[src/rtl/io_handshake_ctrl_pkg.sv]
// ----------------------------------------------------------------------------
// io_handshake_ctrl_pkg
//   Shared definitions for the IN/OUT stall-handshake responder.
//   - io_state_t               : handshake FSM state (2-bit encoding)
//   - DEFAULT_DEBOUNCE_CYCLES  : default stable-sample count for the confirm button
// ----------------------------------------------------------------------------
package io_handshake_ctrl_pkg;

  typedef enum logic [1:0] {
    IDLE     = 2'd0,
    WAIT_IN  = 2'd1,
    WAIT_OUT = 2'd2,
    ACK      = 2'd3
  } io_state_t;

  localparam int DEFAULT_DEBOUNCE_CYCLES = 1000;

endpackage

[src/rtl/io_handshake_ctrl_debounce.sv]
// ----------------------------------------------------------------------------
// button_debounce
//   Synchronises a raw asynchronous push button, filters contact bounce, and
//   produces a one-cycle pulse when the filtered level rises.
//
//   Ports
//     clock      in   system clock, rising edge
//     reset      in   synchronous, active-high
//     btn_raw    in   raw asynchronous button, active-high
//     btn_level  out  debounced level
//     btn_pulse  out  one-cycle pulse on a debounced 0->1 transition
//
//   The filtered level follows the synchronised input only after
//   DEBOUNCE_CYCLES consecutive samples that disagree with the current level.
//   A held button therefore yields one pulse; it must be seen released before
//   another press can pulse again.
// ----------------------------------------------------------------------------
module button_debounce
  import io_handshake_ctrl_pkg::*;
#(
  parameter int DEBOUNCE_CYCLES = DEFAULT_DEBOUNCE_CYCLES  // must be >= 2
) (
  input  logic clock,
  input  logic reset,
  input  logic btn_raw,
  output logic btn_level,
  output logic btn_pulse
);

  localparam int                CNT_W   = $clog2(DEBOUNCE_CYCLES);
  localparam logic [CNT_W-1:0]  CNT_MAX = CNT_W'(DEBOUNCE_CYCLES - 1);

  logic             sync_meta;
  logic             sync_q;
  logic [CNT_W-1:0] stable_cnt;

  // stable_cnt counts consecutive synchronised samples that differ from the
  // accepted level; the sample that would make it reach DEBOUNCE_CYCLES flips
  // the level instead.
  always_ff @(posedge clock) begin
    if (reset) begin
      sync_meta  <= 1'b0;
      sync_q     <= 1'b0;
      btn_level  <= 1'b0;
      btn_pulse  <= 1'b0;
      stable_cnt <= '0;
    end else begin
      // NOTE: non-blocking assignments keep every flop sampling the pre-edge
      // value; blocking here would collapse the two synchroniser stages.
      sync_meta <= btn_raw;
      sync_q    <= sync_meta;
      btn_pulse <= 1'b0;
      if (sync_q == btn_level) begin
        stable_cnt <= '0;
      end else if (stable_cnt == CNT_MAX) begin
        btn_level  <= sync_q;
        btn_pulse  <= sync_q;  // only a rise produces a pulse
        stable_cnt <= '0;
      end else begin
        stable_cnt <= stable_cnt + CNT_W'(1);
      end
    end
  end

endmodule

[src/rtl/io_handshake_ctrl.sv]
// ----------------------------------------------------------------------------
// io_handshake_ctrl
//   Responder side of the control unit's IN/OUT stall handshake. Latches the
//   register value for OUT onto the display, captures (extended) switch input
//   for IN, and returns a one-cycle 'sinal' acknowledge once the operator
//   presses the confirm button.
//
//   Ports
//     clock        in   system clock, rising edge
//     reset        in   synchronous, active-high
//     in_req       in   control unit "in" request
//     out_req      in   control unit "out" request
//     stop         in   control unit stall flag; requests are valid only with it
//     data_out     in   [DATA_WIDTH] register value to show for OUT
//     switches     in   [SW_WIDTH]   raw, quasi-static switch inputs
//     confirm_btn  in   raw asynchronous confirm button, active-high
//     sinal        out  acknowledge pulse to the control unit (registered)
//     data_in      out  [DATA_WIDTH] extended switch value for IN write-back
//     display      out  [DATA_WIDTH] last OUT value, held until the next OUT
//     waiting_in   out  LED: awaiting input confirm
//     waiting_out  out  LED: awaiting display confirm
//
//   DATA_WIDTH must exceed SW_WIDTH.
// ----------------------------------------------------------------------------
module io_handshake_ctrl
  import io_handshake_ctrl_pkg::*;
#(
  parameter int DATA_WIDTH      = 32,
  parameter int SW_WIDTH        = 16,
  parameter bit SIGN_EXTEND     = 1'b0,
  parameter int DEBOUNCE_CYCLES = DEFAULT_DEBOUNCE_CYCLES
) (
  input  logic                  clock,
  input  logic                  reset,
  input  logic                  in_req,
  input  logic                  out_req,
  input  logic                  stop,
  input  logic [DATA_WIDTH-1:0] data_out,
  input  logic [SW_WIDTH-1:0]   switches,
  input  logic                  confirm_btn,
  output logic                  sinal,
  output logic [DATA_WIDTH-1:0] data_in,
  output logic [DATA_WIDTH-1:0] display,
  output logic                  waiting_in,
  output logic                  waiting_out
);

  io_state_t             state;
  io_state_t             next_state;
  logic                  confirm_pulse;
  logic                  confirm_level;
  logic                  sign_fill;
  logic [DATA_WIDTH-1:0] sw_ext;

  button_debounce #(
    .DEBOUNCE_CYCLES (DEBOUNCE_CYCLES)
  ) u_confirm (
    .clock     (clock),
    .reset     (reset),
    .btn_raw   (confirm_btn),
    .btn_level (confirm_level),
    .btn_pulse (confirm_pulse)
  );

  // The level itself is only needed inside the debouncer.
  logic unused_level;
  assign unused_level = confirm_level;

  assign sign_fill = SIGN_EXTEND & switches[SW_WIDTH-1];
  assign sw_ext    = {{(DATA_WIDTH - SW_WIDTH){sign_fill}}, switches};

  // State register
  always_ff @(posedge clock) begin
    if (reset) state <= IDLE;
    else       state <= next_state;
  end

  // Next-state logic. Requests are sampled only in IDLE; in_req wins when both
  // are raised. A request dropped while waiting does not abort the wait.
  always_comb begin
    // NOTE: default assignment first so no path through the case leaves
    // next_state unassigned, which would infer a latch.
    next_state = state;
    unique case (state)
      IDLE: begin
        if (stop && in_req)       next_state = WAIT_IN;
        else if (stop && out_req) next_state = WAIT_OUT;
      end
      WAIT_IN:  if (confirm_pulse) next_state = ACK;
      WAIT_OUT: if (confirm_pulse) next_state = ACK;
      ACK:      next_state = IDLE;
      default:  next_state = IDLE;
    endcase
  end

  // Output decode for the status LEDs
  always_comb begin
    waiting_in  = (state == WAIT_IN);
    waiting_out = (state == WAIT_OUT);
  end

  // Registered outputs. sinal is a flop loaded from next_state so it is high
  // exactly while the FSM sits in ACK, without decode glitches.
  always_ff @(posedge clock) begin
    if (reset) begin
      sinal   <= 1'b0;
      data_in <= '0;
      display <= '0;
    end else begin
      sinal <= (next_state == ACK);
      if (state == IDLE && stop && out_req && !in_req) display <= data_out;
      if (state == WAIT_IN && confirm_pulse)            data_in <= sw_ext;
    end
  end

endmodule
[config.mk]
export PLATFORM = sky130hd
export DESIGN_NAME = io_handshake_ctrl
export DESIGN_NICKNAME = d
export VERILOG_FILES = /design/src/rtl/io_handshake_ctrl_pkg.sv /design/src/rtl/io_handshake_ctrl_debounce.sv /design/src/rtl/io_handshake_ctrl.sv
export SDC_FILE = /design/constraint.sdc
export NUM_CORES = 1
export LEC_CHECK = 0
export BUFFER_PORTS_ARGS = -buffer_cell sky130_fd_sc_hd__buf_4
export CAP_MARGIN = 20
export CORE_AREA = 4 4 85 147
export CTS_CLUSTER_SIZE = 16
export DETAILED_ROUTE_END_ITERATION = 12
export DIE_AREA = 0 0 89 151
export PLACE_DENSITY = 0.5
export SKIP_LAST_GASP = 1
export SLEW_MARGIN = 10
export SYNTH_ARGS = -nofsm -noshare
export SYNTH_HDL_FRONTEND = slang
export SYNTH_SLANG_ARGS = --single-unit
[constraint.sdc]
create_clock -name clock -period 2.6 [get_ports clock]
set_input_delay 0.52 -clock clock [delete_from_list [all_inputs] [get_ports clock]]
set_output_delay 0.52 -clock clock [all_outputs]
set_load 0.005 [all_outputs]
==> out/results.tsv <==
stage	metric	value	unit
logic_synthesis	async_reset_ff_frac	0	
route	wl	6818	um
cells_and_area	stdcell_area	3671	um2
timing	fmax	538.3	MHz
min_path	min_from	confirm_btn	
floorplan	coreArea	11390	um2
clock_tree	cts_tree	done	
place	pre_cts_slack	0.6478	ns
cells_and_area	finalNetCount	469	
clock_tree	ctsHoldBuffers	0	
logic_synthesis	synth_edf_count	0	
logic_synthesis	ys_seq_area_frac	0.5093	
clock_tree	cts_resized	0	
timing	rsz0062_at_grt	no	
setup_path	cp.arrival	2.04	ns
global_route	grt_usage	0.1048	
clock_tree	clockBufferDepth	2	
logic_synthesis	yosys_warnings	0	
pwr	ir_worst_vdd	308.5	uV
global_route	grt-ovfl-total	0	
clock_tree	htree_levels	3	
cells_and_area	drive_gt1_frac	0.3077	
clock_tree	numCtsBuffers	9	
status	run_status	finished, final reports clean	
global_route	grt_pass1_vias	2317	
global_route	grt_pass1_wl	10750	um
timing	layout_min_cycle_time	1.858	ns
setup_path	start_kind	register	
cells_and_area	area_delta_synth_final	43.68	%
clock_tree	insertion_delay	0.32	ns
timing	final_hold_viol_count	0	
place	dpl.hpwl	5077	um
job	drv_cap	0	
floorplan	start_util	0.2244	
setup_path	r2r_end	display[30]$_SDFFE_PP0P_	
timing	setup_viol	0	
route	viasPerCell	4.211	
min_path	hold_path.class	input port to register	
timing	worst_slack	0.7423	ns
clock_tree	cts_setup_buffers	0	
logic_synthesis	synth-seq-cells	65	
pwr	power.density	663.1	nW/um2
setup_path	cp_max_fo	20	
place	placed_area	3373	um2
clock_tree	clock_sinks	65	
place	routabilityCongestion	0.7599	
logic_synthesis	synth_flop_cell	dfxtp_1	
setup_path	crit_path_end_kind	register	
setup_path	worstSetupPathType	register to register	
logic_synthesis	synth_top_area_cell	dfxtp_1	
timing	finalClockSkew	0.004547	ns
route	route.vias.total	2320	
place	io_buffers	104	
floorplan	die_area	13440	um2
timing	worstMarginPinSlew	0.6055	ns
clock_tree	cts-root-buf	clkbuf_16	
route	drcViolationCount	0	
route	ant_nets	0	
min_path	hold_depth	2	
cells_and_area	final_util	0.3224	
cells_and_area	multi_input_area	1092	um2
floorplan	ios	121	
logic_synthesis	netlist.area_leader.share	0.5093	
setup_path	crit_required	2.78	ns
cells_and_area	fillers	1198	
timing	fin_crit_sh	0.7145	
cells_and_area	n_antenna_cell	0	
cells_and_area	seq_area	1301	um2
timing	fin_hold_ws	0.4045	ns
route	first_pass_iters	4	
logic_synthesis	synth_cells	310	
logic_synthesis	synth_area	2555	um2
floorplan	die_h	151	um
setup_path	r2r_setup_slack	0.74	ns
floorplan	fp-row-count	52	
timing	relSlewSlack	0.5964	
global_route	grt_max_degree	58	
floorplan	die_w	89	um
setup_path	r2r-start	state[1]$_SDFF_PP0_	
timing	tns	0	ns
route	wire_per_inst	12.37	um
logic_synthesis	yosys-top-cells-area	dfxtp_1 51%, nand2_1 15%, a21oi_1 10%	
clock_tree	clk_pin_slew_worst_paths	0.05	ns
logic_synthesis	yosysUniqueCellTypes	38	
global_route	antenna_found_initial	0	
route	drt_iter0_drc	92	
pwr	leakage	1.533	nW
timing	finalMaxSlewViolations	0	
setup_path	r2r.worst_path.cells	6	
min_path	holdPathEnd	u_confirm.sync_meta$_SDFF_PP0_	
logic_synthesis	syn_avg_cell_area	8.242	um2
## layout by cell type, fill, tap and decap left out, types with 2 or more instances in the layout
cell type / instances
clkinv_2: 2
buf_4: 106
conb_1: 16
xnor2_1: 3
inv_1: 4
clkinvlp_4: 2
nand2_1: 104
nand4_1: 2
clkbuf_16: 9
nor2_1: 10
dfxtp_1: 65
a21o_1: 2
nor2b_1: 3
and3_1: 3
a21oi_1: 53
ha_1: 4
xor2_1: 3
nand3_1: 4
## how the worst max path moves through the flow
stage / startpoint / slack (ns) / depth (start not counted) / to
final: state[1]$_SDFF_PP0_ / 0.74 / 6 / display[30]$_SDFFE_PP0P_
after CTS: state[1]$_SDFF_PP0_ / 0.67 / 6 / display[30]$_SDFFE_PP0P_
after detailed placement: in_req / 0.65 / 5 / display[30]$_SDFFE_PP0P_
after global routing: state[1]$_SDFF_PP0_ / 0.47 / 6 / display[25]$_SDFFE_PP0P_
after floorplan: state[0]$_SDFF_PP0_ / 1.26 / 6 / display[0]$_SDFFE_PP0P_
after global placement: in_req / 0.69 / 5 / display[29]$_SDFFE_PP0P_
## synth_stat cells, types with 2 or more instances
master      n
buf_2       2
and3_1      3
nor2b_1     3
buf_4      16
xnor2_1     3
clkbuf_1    7
xor2_1      3
nand3_1     4
a21oi_1    53
nor2_1     10
inv_1       4
a21o_1      2
dfxtp_1    65
nand2_1   104
buf_6       3
nand4_1     2
ha_1        4
buf_1       2
## layer usage
| layer | track usage | share of wire | up-vias |
|---|---|---|---|
| li1 | - | - | 1183 |
| met1 | 0.1088 | 0.36 | 1039 |
| met2 | 0.1842 | 0.53 | 83 |
| met3 | 0.02776 | 0.082 | 15 |
| met4 | 0.06110 | 0.028 | 0 |
| met5 | 0 | 0 | - |
## worst max-delay path, cell delays in order, from the launching register on
cell      delay [ns]
dfxtp_1         0.32
inv_1           0.10
ha_1            0.25
nand4b_1        0.48
buf_4           0.40
nand2_1         0.09
a21oi_1         0.06
## kinds of logic (layout without fill, tap and decap cells)
group	count (synthesis)	after routing	synth area share
simple gates	139	139	0.2375
flops	65	65	0.5093
compound gates	60	60	0.1263
buf+inv	35	126	0.08521
xor+xnor	6	6	0.02057
fa+ha+maj	4	4	0.01959
other cells	1	16	0.001468
## sequential cells by signal, indices dropped and copies added, names as in the netlist
| register | flops |
|---|---|
| data_in | 16 |
| u_confirm.btn_level | 1 |
| u_confirm.sync_q | 1 |
| sinal | 1 |
| u_confirm.stable_cnt | 10 |
| state | 2 |
| u_confirm.btn_pulse | 1 |
| u_confirm.sync_meta | 1 |
| display | 32 |
## power breakdown
group / internal, mW / leakage [nW] / switching (mW)
Combinational: 0.110 / 0.866 / 0.0965
Sequential: 1.02 / 0.526 / 0.0153
Clock: 0.764 / 0.142 / 0.426
## through the flow
stage          power, mW  cells
2_1_floorplan      1.167    325
6_report           2.434    551
4_1_cts            2.490    551
3_3_place_gp       1.267    535
5_1_grt            2.557    551
3_5_place_dp       1.269    535
## layout make-up
class | count | area share
well taps | 135 | 0.04601
multi-input cells | 225 | 0.2975
flip-flops and latches | 65 | 0.3545
clock inverters | 5 | 0.01500
repair buffers | 106 | 0.2168
inverters | 4 | 0.004090
clock buffers | 11 | 0.06612
Power figures use the tool's default switching activity.
